$ cat src/rtl/pipe_hazard_ctrl.sv
// Pipeline sequencing controller: load-use, branch squash, memory freeze,
// halt/drain/resume, plus saturating stall and flush counters.
module pipe_hazard_ctrl (
  input  logic        clk,
  input  logic        reset,
  input  logic [4:0]  id_rs1,
  input  logic [4:0]  id_rs2,
  input  logic        id_use_rs1,
  input  logic        id_use_rs2,
  input  logic [4:0]  ex_rd,
  input  logic        ex_mem_read,
  input  logic        br_taken,
  input  logic        dmem_start,
  input  logic        dmem_done,
  input  logic        halt_req,
  input  logic        cnt_clr,
  output logic        pc_en,
  output logic        ifid_en,
  output logic        idex_en,
  output logic        exmem_en,
  output logic        memwb_en,
  output logic        ifid_flush,
  output logic        idex_flush,
  output logic        halted,
  output logic [31:0] stall_cycles,
  output logic [15:0] flush_count
);

  typedef enum logic [1:0] {
    S_RUN,
    S_DRAIN,
    S_HALT
  } state_t;

  localparam logic [2:0] DRAIN_LAST = 3'd3;

  state_t      r_state;
  logic        r_mem_wait;
  logic [2:0]  r_drain_cnt;
  logic        r_halted;
  logic [31:0] r_stall;
  logic [15:0] r_flush;

  logic w_rs1_hit;
  logic w_rs2_hit;
  logic w_load_use;
  logic w_freeze;
  logic w_active;
  logic w_stall_inc;
  logic w_flush_inc;

  // XZR (x31) is never a real destination, so it cannot hazard
  assign w_rs1_hit  = id_use_rs1 & (id_rs1 == ex_rd);
  assign w_rs2_hit  = id_use_rs2 & (id_rs2 == ex_rd);
  assign w_load_use = ex_mem_read & (ex_rd != 5'd31)
                    & (w_rs1_hit | w_rs2_hit);

  assign w_freeze = (dmem_start & ~dmem_done)
                  | (r_mem_wait & ~dmem_done);

  assign w_active    = (r_state != S_HALT);
  assign w_stall_inc = w_active
                     & (w_freeze | (~br_taken & w_load_use));
  assign w_flush_inc = w_active & ~w_freeze & br_taken;

  // Prioritised enable/flush generation
  always_comb begin
    pc_en      = 1'b0;
    ifid_en    = 1'b0;
    idex_en    = 1'b0;
    exmem_en   = 1'b0;
    memwb_en   = 1'b0;
    ifid_flush = 1'b0;
    idex_flush = 1'b0;
    if (!reset || r_state == S_HALT) begin
      pc_en = 1'b0;
    end else if (w_freeze) begin
      pc_en = 1'b0;
    end else if (br_taken) begin
      pc_en      = 1'b1;
      ifid_en    = 1'b1;
      idex_en    = 1'b1;
      exmem_en   = 1'b1;
      memwb_en   = 1'b1;
      ifid_flush = 1'b1;
      idex_flush = 1'b1;
    end else if (w_load_use) begin
      idex_en    = 1'b1;
      idex_flush = 1'b1;
      exmem_en   = 1'b1;
      memwb_en   = 1'b1;
    end else begin
      pc_en      = (r_state != S_DRAIN);
      ifid_en    = 1'b1;
      idex_en    = 1'b1;
      exmem_en   = 1'b1;
      memwb_en   = 1'b1;
      ifid_flush = (r_state == S_DRAIN);
    end
  end

  // Memory wait tracking and halt/drain/resume sequencing
  always_ff @(posedge clk or negedge reset) begin
    if (!reset) begin
      r_state     <= S_RUN;
      r_mem_wait  <= 1'b0;
      r_drain_cnt <= 3'd0;
      r_halted    <= 1'b0;
    end else begin
      if (dmem_done)
        r_mem_wait <= 1'b0;
      else if (dmem_start)
        r_mem_wait <= 1'b1;

      unique case (r_state)
        S_RUN: begin
          if (halt_req && !w_freeze) begin
            r_state     <= S_DRAIN;
            r_drain_cnt <= 3'd0;
          end
        end
        S_DRAIN: begin
          if (!halt_req) begin
            r_state     <= S_RUN;
            r_drain_cnt <= 3'd0;
          end else if (w_freeze) begin
            r_drain_cnt <= r_drain_cnt;
          end else if (br_taken || w_load_use) begin
            r_drain_cnt <= 3'd0;
          end else if (r_drain_cnt == DRAIN_LAST) begin
            r_state     <= S_HALT;
            r_drain_cnt <= 3'd0;
            r_halted    <= 1'b1;
          end else begin
            r_drain_cnt <= r_drain_cnt + 3'd1;
          end
        end
        S_HALT: begin
          if (!halt_req) begin
            r_state  <= S_RUN;
            r_halted <= 1'b0;
          end
        end
        default: begin
          r_state     <= S_RUN;
          r_drain_cnt <= 3'd0;
          r_halted    <= 1'b0;
        end
      endcase
    end
  end

  // Saturating performance counters; clear beats increment
  always_ff @(posedge clk or negedge reset) begin
    if (!reset) begin
      r_stall <= 32'd0;
      r_flush <= 16'd0;
    end else if (cnt_clr) begin
      r_stall <= 32'd0;
      r_flush <= 16'd0;
    end else begin
      if (w_stall_inc && r_stall != 32'hFFFF_FFFF)
        r_stall <= r_stall + 32'd1;
      if (w_flush_inc && r_flush != 16'hFFFF)
        r_flush <= r_flush + 16'd1;
    end
  end

  assign halted       = r_halted;
  assign stall_cycles = r_stall;
  assign flush_count  = r_flush;

endmodule

$ cat config.mk
export PLATFORM = sky130hd
export DESIGN_NAME = pipe_hazard_ctrl
export DESIGN_NICKNAME = d
export VERILOG_FILES = /design/src/rtl/pipe_hazard_ctrl.sv
export SDC_FILE = /design/constraint.sdc
export NUM_CORES = 1
export LEC_CHECK = 0
export ABC_AREA = 1
export CORE_MARGIN = 4
export CORE_UTILIZATION = 40
export DETAILED_ROUTE_END_ITERATION = 10
export GPL_ROUTABILITY_DRIVEN = 0
export SYNTH_ARGS = -nofsm -noshare
export SYNTH_HDL_FRONTEND = slang
export SYNTH_SLANG_ARGS = --single-unit
$ cat constraint.sdc
create_clock -name clk -period 3.45 [get_ports clk]
set_clock_uncertainty 0.1 [all_clocks]
set_input_delay 0.345 -clock clk [delete_from_list [all_inputs] [get_ports clk]]
set_output_delay 0.345 -clock clk [all_outputs]
set_load 0.005 [all_outputs]
After elaboration in Yosys (flattened, before gate mapping)
Cells that the tools add are included.
{"block": "classes", "add_sub_neg": 3, "n_eq_ne": 19, "muxes": 43, "n_bitwise": 18, "n_reduce_logical": 14}
{"operator": "two-way mux 32 bit", "count": 2}
{"operator": "adder 32 x 1 -> 32 bit, second input constant", "count": 1}
{"operator": "two-way mux 16 bit", "count": 2}
{"operator": "inequality test 32 bit, second input constant", "count": 1}
{"operator": "two-way mux 1 bit", "count": 25}
{"operator": "adder 16 x 1 -> 16 bit, second input constant", "count": 1}
{"operator": "inequality test 16 bit, second input constant", "count": 1}
{"operator": "two-way mux 3 bit", "count": 5}
{"operator": "two-way mux 2 bit", "count": 6}
{"operator": "inequality test 2 bit, second input constant", "count": 6}
{"operator": "bitwise AND 1 bit", "count": 10}
{"operator": "equality test 5 bit", "count": 2}
{"operator": "case mux 3 bit (3 select lines)", "count": 1}
{"operator": "inequality test 3 bit, second input constant", "count": 2}
{"operator": "case mux 2 bit (3 select lines)", "count": 1}
{"operator": "AND reduction 6 bit", "count": 1}
{"operator": "nonzero test 2 bit", "count": 3}
{"operator": "inequality test 5 bit, second input constant", "count": 1}
{"operator": "inverter 1 bit", "count": 5}
{"operator": "AND reduction 5 bit", "count": 1}
{"operator": "inequality test 2 x 1 -> 1 bit, second input constant", "count": 2}
{"operator": "adder 3 x 1 -> 3 bit, second input constant", "count": 1}
{"operator": "equality test 3 x 2 -> 1 bit, second input constant", "count": 1}
{"operator": "logical AND 1 bit", "count": 3}
{"operator": "other kinds (9)", "count": 13}
{"block": "word_totals", "reg_bits": 55, "output_inout_bits": 56}

Longest topological paths before layout
{"block": "depth", "ltp_word": 10, "ltp_mapped": 12, "mapped_depth_nobuf": 12}

Least setup slack after synthesis
No wires, ideal clock.
{"block": "synth_path", "kind": "reg2reg", "from": "register r_stall[0], in the netlist stall_cycles[0]", "to": "register r_stall[29], in the netlist stall_cycles[29]", "t_arrival_ns": 1.526, "required_time_ns": 3.231, "slack_ns": 1.705, "path_stages_with_launch": 12, "path_buffers": 1, "period_less_slack_ns": 1.745, "path_cell_list": "dfrtp_1 > ha_1 > nand2_1 > nor2_4 > nand3_2 > nor2_2 > nand3b_1 > nand2_1 > inv_2 > buf_2 > nand4_1 > nand2_1"}
{"block": "synth_via", "elab_chain_len": 3, "elab_cells_between_ends": 6}
{"item": "from (decl)", "line": "41", "rtl": "logic [31:0] r_stall;"}
{"item": "from (signal assigned)", "line": "163", "rtl": "r_stall <= r_stall + 32'd1;"}
{"item": "adder 32 x 1 -> 32 bit / inequality test 32 bit (equally long branches)", "line": "163, 162"}
{"item": "two-way mux 32 bit / logical AND 1 bit (equally long branches)", "line": "162", "rtl": "if (w_stall_inc && r_stall != 32'hFFFF_FFFF)"}
{"item": "two-way mux 32 bit / nonzero test 2 bit (equally long branches)"}
Parallel ways exist; a longest one is shown, timed or not. The select of a mux whose other input is x is not followed.
A chain may end at the register's enable or synchronous reset.

Worst setup path after layout
{"block": "layout_path", "from": "input ex_rd[0]", "to": "output idex_flush"}
{"block": "layout_via", "elab_chain_len": 8, "elab_cells_between_ends": 12}
{"item": "from (decl)", "line": "10", "rtl": "input logic [4:0] ex_rd,"}
{"item": "equality test 5 bit, on equally long branches", "line": "53, 54"}
{"item": "bitwise AND 1 bit, on equally long branches", "line": "53, 54"}
{"item": "OR 1 bit", "line": "56", "rtl": "& (w_rs1_hit | w_rs2_hit);"}
{"item": "bitwise AND 1 bit (*)", "line": "56"}
{"item": "two-way mux 1 bit (*)", "line": "87", "rtl": "end else if (w_load_use) begin"}
{"item": "two-way mux 1 bit (*)", "line": "79", "rtl": "end else if (br_taken) begin"}
{"item": "two-way mux 1 bit (*)", "line": "77", "rtl": "end else if (w_freeze) begin"}
{"item": "two-way mux 1 bit (*)", "line": "75", "rtl": "if (!reset || r_state == S_HALT) begin"}
{"item": "to (decl)", "line": "23", "rtl": "output logic idex_flush,"}
Every way passes the cells marked *; elsewhere a longest branch is shown, timed or not.

==> results.ini <==
[placed_design]
dp_cells=811
place_area_sq_um=4810
io_buffer_count=80
dpl.hpwl_microns=7870

[flow_run]
maxCapViolations=0

[worst_setup_path]
reg2reg_to=stall_cycles[17]
ff2ff_setup_slack_ns=0.97
max_stage_delay_ns=0.55
cp-start-kind=input pin
rr_worst_depth=11
crit_type=input pin to output pin
path_cells=clkdlybuf4s50_1 -> inv_1 -> nand2_1 -> nand2_1 -> nor2_1 -> nand3_1 -> nand2_1 -> nand2_1 -> nand2_1 -> inv_1 -> nor3_1 -> clkdlybuf4s50_1
critPathRequiredTime_ns=3.00
worstPathArrival_ns=2.24
rr_startpoint=stall_cycles[0]
slowest_stage=clkdlybuf4s50_1
cpMostUsedCell=nand2_1
worstSetupEndpointType=output pin
critPathMaxFanout=5

[clocking]
postCtsSetupBuffers=0
clkTransAtPathRegs_ns=0.10
cts_buffers=5
cts_hold_buf=0
cts_root_buf=clkbuf_8
cts_sinks=55
cts_tree=built
cts_resized=0
cts_buffer_depth=2
insertion_delay_ns=0.31
htree_levels=2

[pwr]
ir_drop_mv=0.164
p_leak_nw=2.44
power_density_nw_per_um2=261

[min_path]
hp-class=input pin to asynchronous set/reset pin

[sta]
rsz0062_at_grt=no
period_share_pct=78.0
hold_slack_ns=0.0809
max_clock_freq_mhz=372
slew_violations=0
setup_violations=0
worstMarginPinSlew_ns=0.701
hold_violations=0
period_minus_slack_ns=2.69
setup_tns_ns=0
slew-limit-headroom_pct=53.3

[synthesis]
synth-xor-area-share_pct=4.23
yosysTopAreaCellShare_pct=35.0
synthSimpleGateAreaFrac_pct=44.7
synth_edf_count=0
synth_fp_nets=646
synth_mux_area_share_pct=0
synth_top_family_by_area=simple AND/OR/NAND/NOR gates
synthAdderAreaFrac_pct=0.953
synth_flop_cell=dfrtp_1
syn_inst=618
synth_area_per_cell_sq_um=6.37
synth-compound-area-share_pct=3.81
synth_warnings=0
seq_area_frac_synth_pct=35.0
synth_area_leader_cell=dfrtp_1
ys_ff_latch=55
synth_area_sq_um=3940
ys_types=31
ys_async_sr_fraction_pct=100
yosys-top-cells-area=dfrtp_1, nand2_1, nand3_1

[detailed_routing]
wirelength_microns=10400
top_layer_used=met4
wl_met3_microns=540
avgRoutedWirePerCell_microns=12.7
wl_met1_microns=5220
drt-initial-drc-count=252
firstDrtPassIters=5
drc_errors=0
vias_per_cell=4.99
vias=4086
ant_nets=0
met2_wirelength_microns=4590

[grt]
grt_pass1_wl_microns=17400
grt_usage_pct=18.2
grt-ovfl-total=0
grt_pass1_vias=3543
grt_max_degree=56
antenna_found_initial=0

[finish]
nets=717
multiInputGateArea_sq_um=2110
fill_cells=981
instances_no_fill=819
design_area_sq_um=4910
antenna_cells=0
area.growth.synth_to_final_pct=24.7
fin_util_pct=52.2
drive_above_1_share_pct=2.75
seq_area_sq_um=1380

[die]
num_io_pins=81
chipHeight_microns=107
core-area_sq_um=9420
dieArea_sq_um=11500
rows=35
start_util_pct=41.8
die_w_microns=107

[run_status]
status=complete, no violations

-- sequential cells by signal (all words and copies together), names as in the netlist --
name          count
halted            1
r_state           2
flush_count      16
stall_cycles     32
r_drain_cnt       3
r_mem_wait        1
-- layout make-up --
class                   instances  area share (%)
clock buffers                   8            2.04
multi-input cells             454            43.0
inverters                      89            6.80
well taps                     129            3.29
repair buffers                 84            16.8
flip-flops and latches         55            28.0
-- synth_stat cells, types with 2 or more instances --
master    instances
a21oi_1          10
buf_4             2
buf_6             3
nand4_1          39
nor2_1           83
nor3_1            8
dfrtp_1          55
o21ai_0          10
nor3b_1           2
buf_2             7
nand2_1         196
xnor2_1           6
xor2_1           13
o21bai_1          2
and3_1            4
o21a_1            2
ha_1              3
nand3_1          67
clkbuf_1          8
inv_1            87
-- placed cells by master, fill, tap and decap left out, types with 3 or more instances in the layout --
master	Yosys	final
a21oi_1	10	10
and3_1	4	4
buf_4	2	4
clkbuf_8	0	7
clkdlybuf4s50_1	0	79
dfrtp_1	55	55
ha_1	3	3
inv_1	87	87
nand2_1	196	196
nand3_1	67	67
nand4_1	39	39
nor2_1	83	83
nor3_1	8	8
o21ai_0	10	10
xnor2_1	6	6
xor2_1	13	13
-- layer usage --
layer	track usage, %	vias to the layer above
met5	0	-
li1	-	2106
met2	28.5	114
met3	2.77	6
met1	27.0	1860
met4	3.01	0
-- critical path: cells and delay by family --
kind                   cells  cell delay (ns)
buffers and inverters      4             1.21
and+or+nand+nor            8             0.68
-- how the worst max path moves through the flow --
stage,end,cells past startpoint,slack (ns),from
after global routing,idex_flush,12,0.55,ex_rd[0]
final,idex_flush,12,0.76,ex_rd[0]
after floorplan,stall_cycles[29],11,1.71,stall_cycles[0]
after global placement,idex_flush,12,0.82,ex_rd[0]
after detailed placement,idex_flush,12,0.75,ex_rd[0]
after CTS,idex_flush,12,0.75,ex_rd[2]
-- power breakdown --
group | internal, mW | switching [mW]
combinational | 0.0872 | 0.125
clock | 0.184 | 0.210
sequential | 0.659 | 0.0165
total | 0.931 | 0.352
-- stage by stage --
stage               total power, mW  setup WS [ns]
global route                   1.36          0.546
finish                         1.28          0.760
floorplan                     0.812           1.71
global placement              0.900          0.824
CTS                            1.30          0.747
detailed placement            0.903          0.751
-- kinds of logic after synthesis --
kind of cell,Yosys count
adder cells (fa/ha/maj),3
AO/OA/AOI/OAI,27
buffers and inverters,109
flip-flops,55
AND/OR/NAND/NOR,405
XOR/XNOR,19
(Power assumes the default switching activity.)
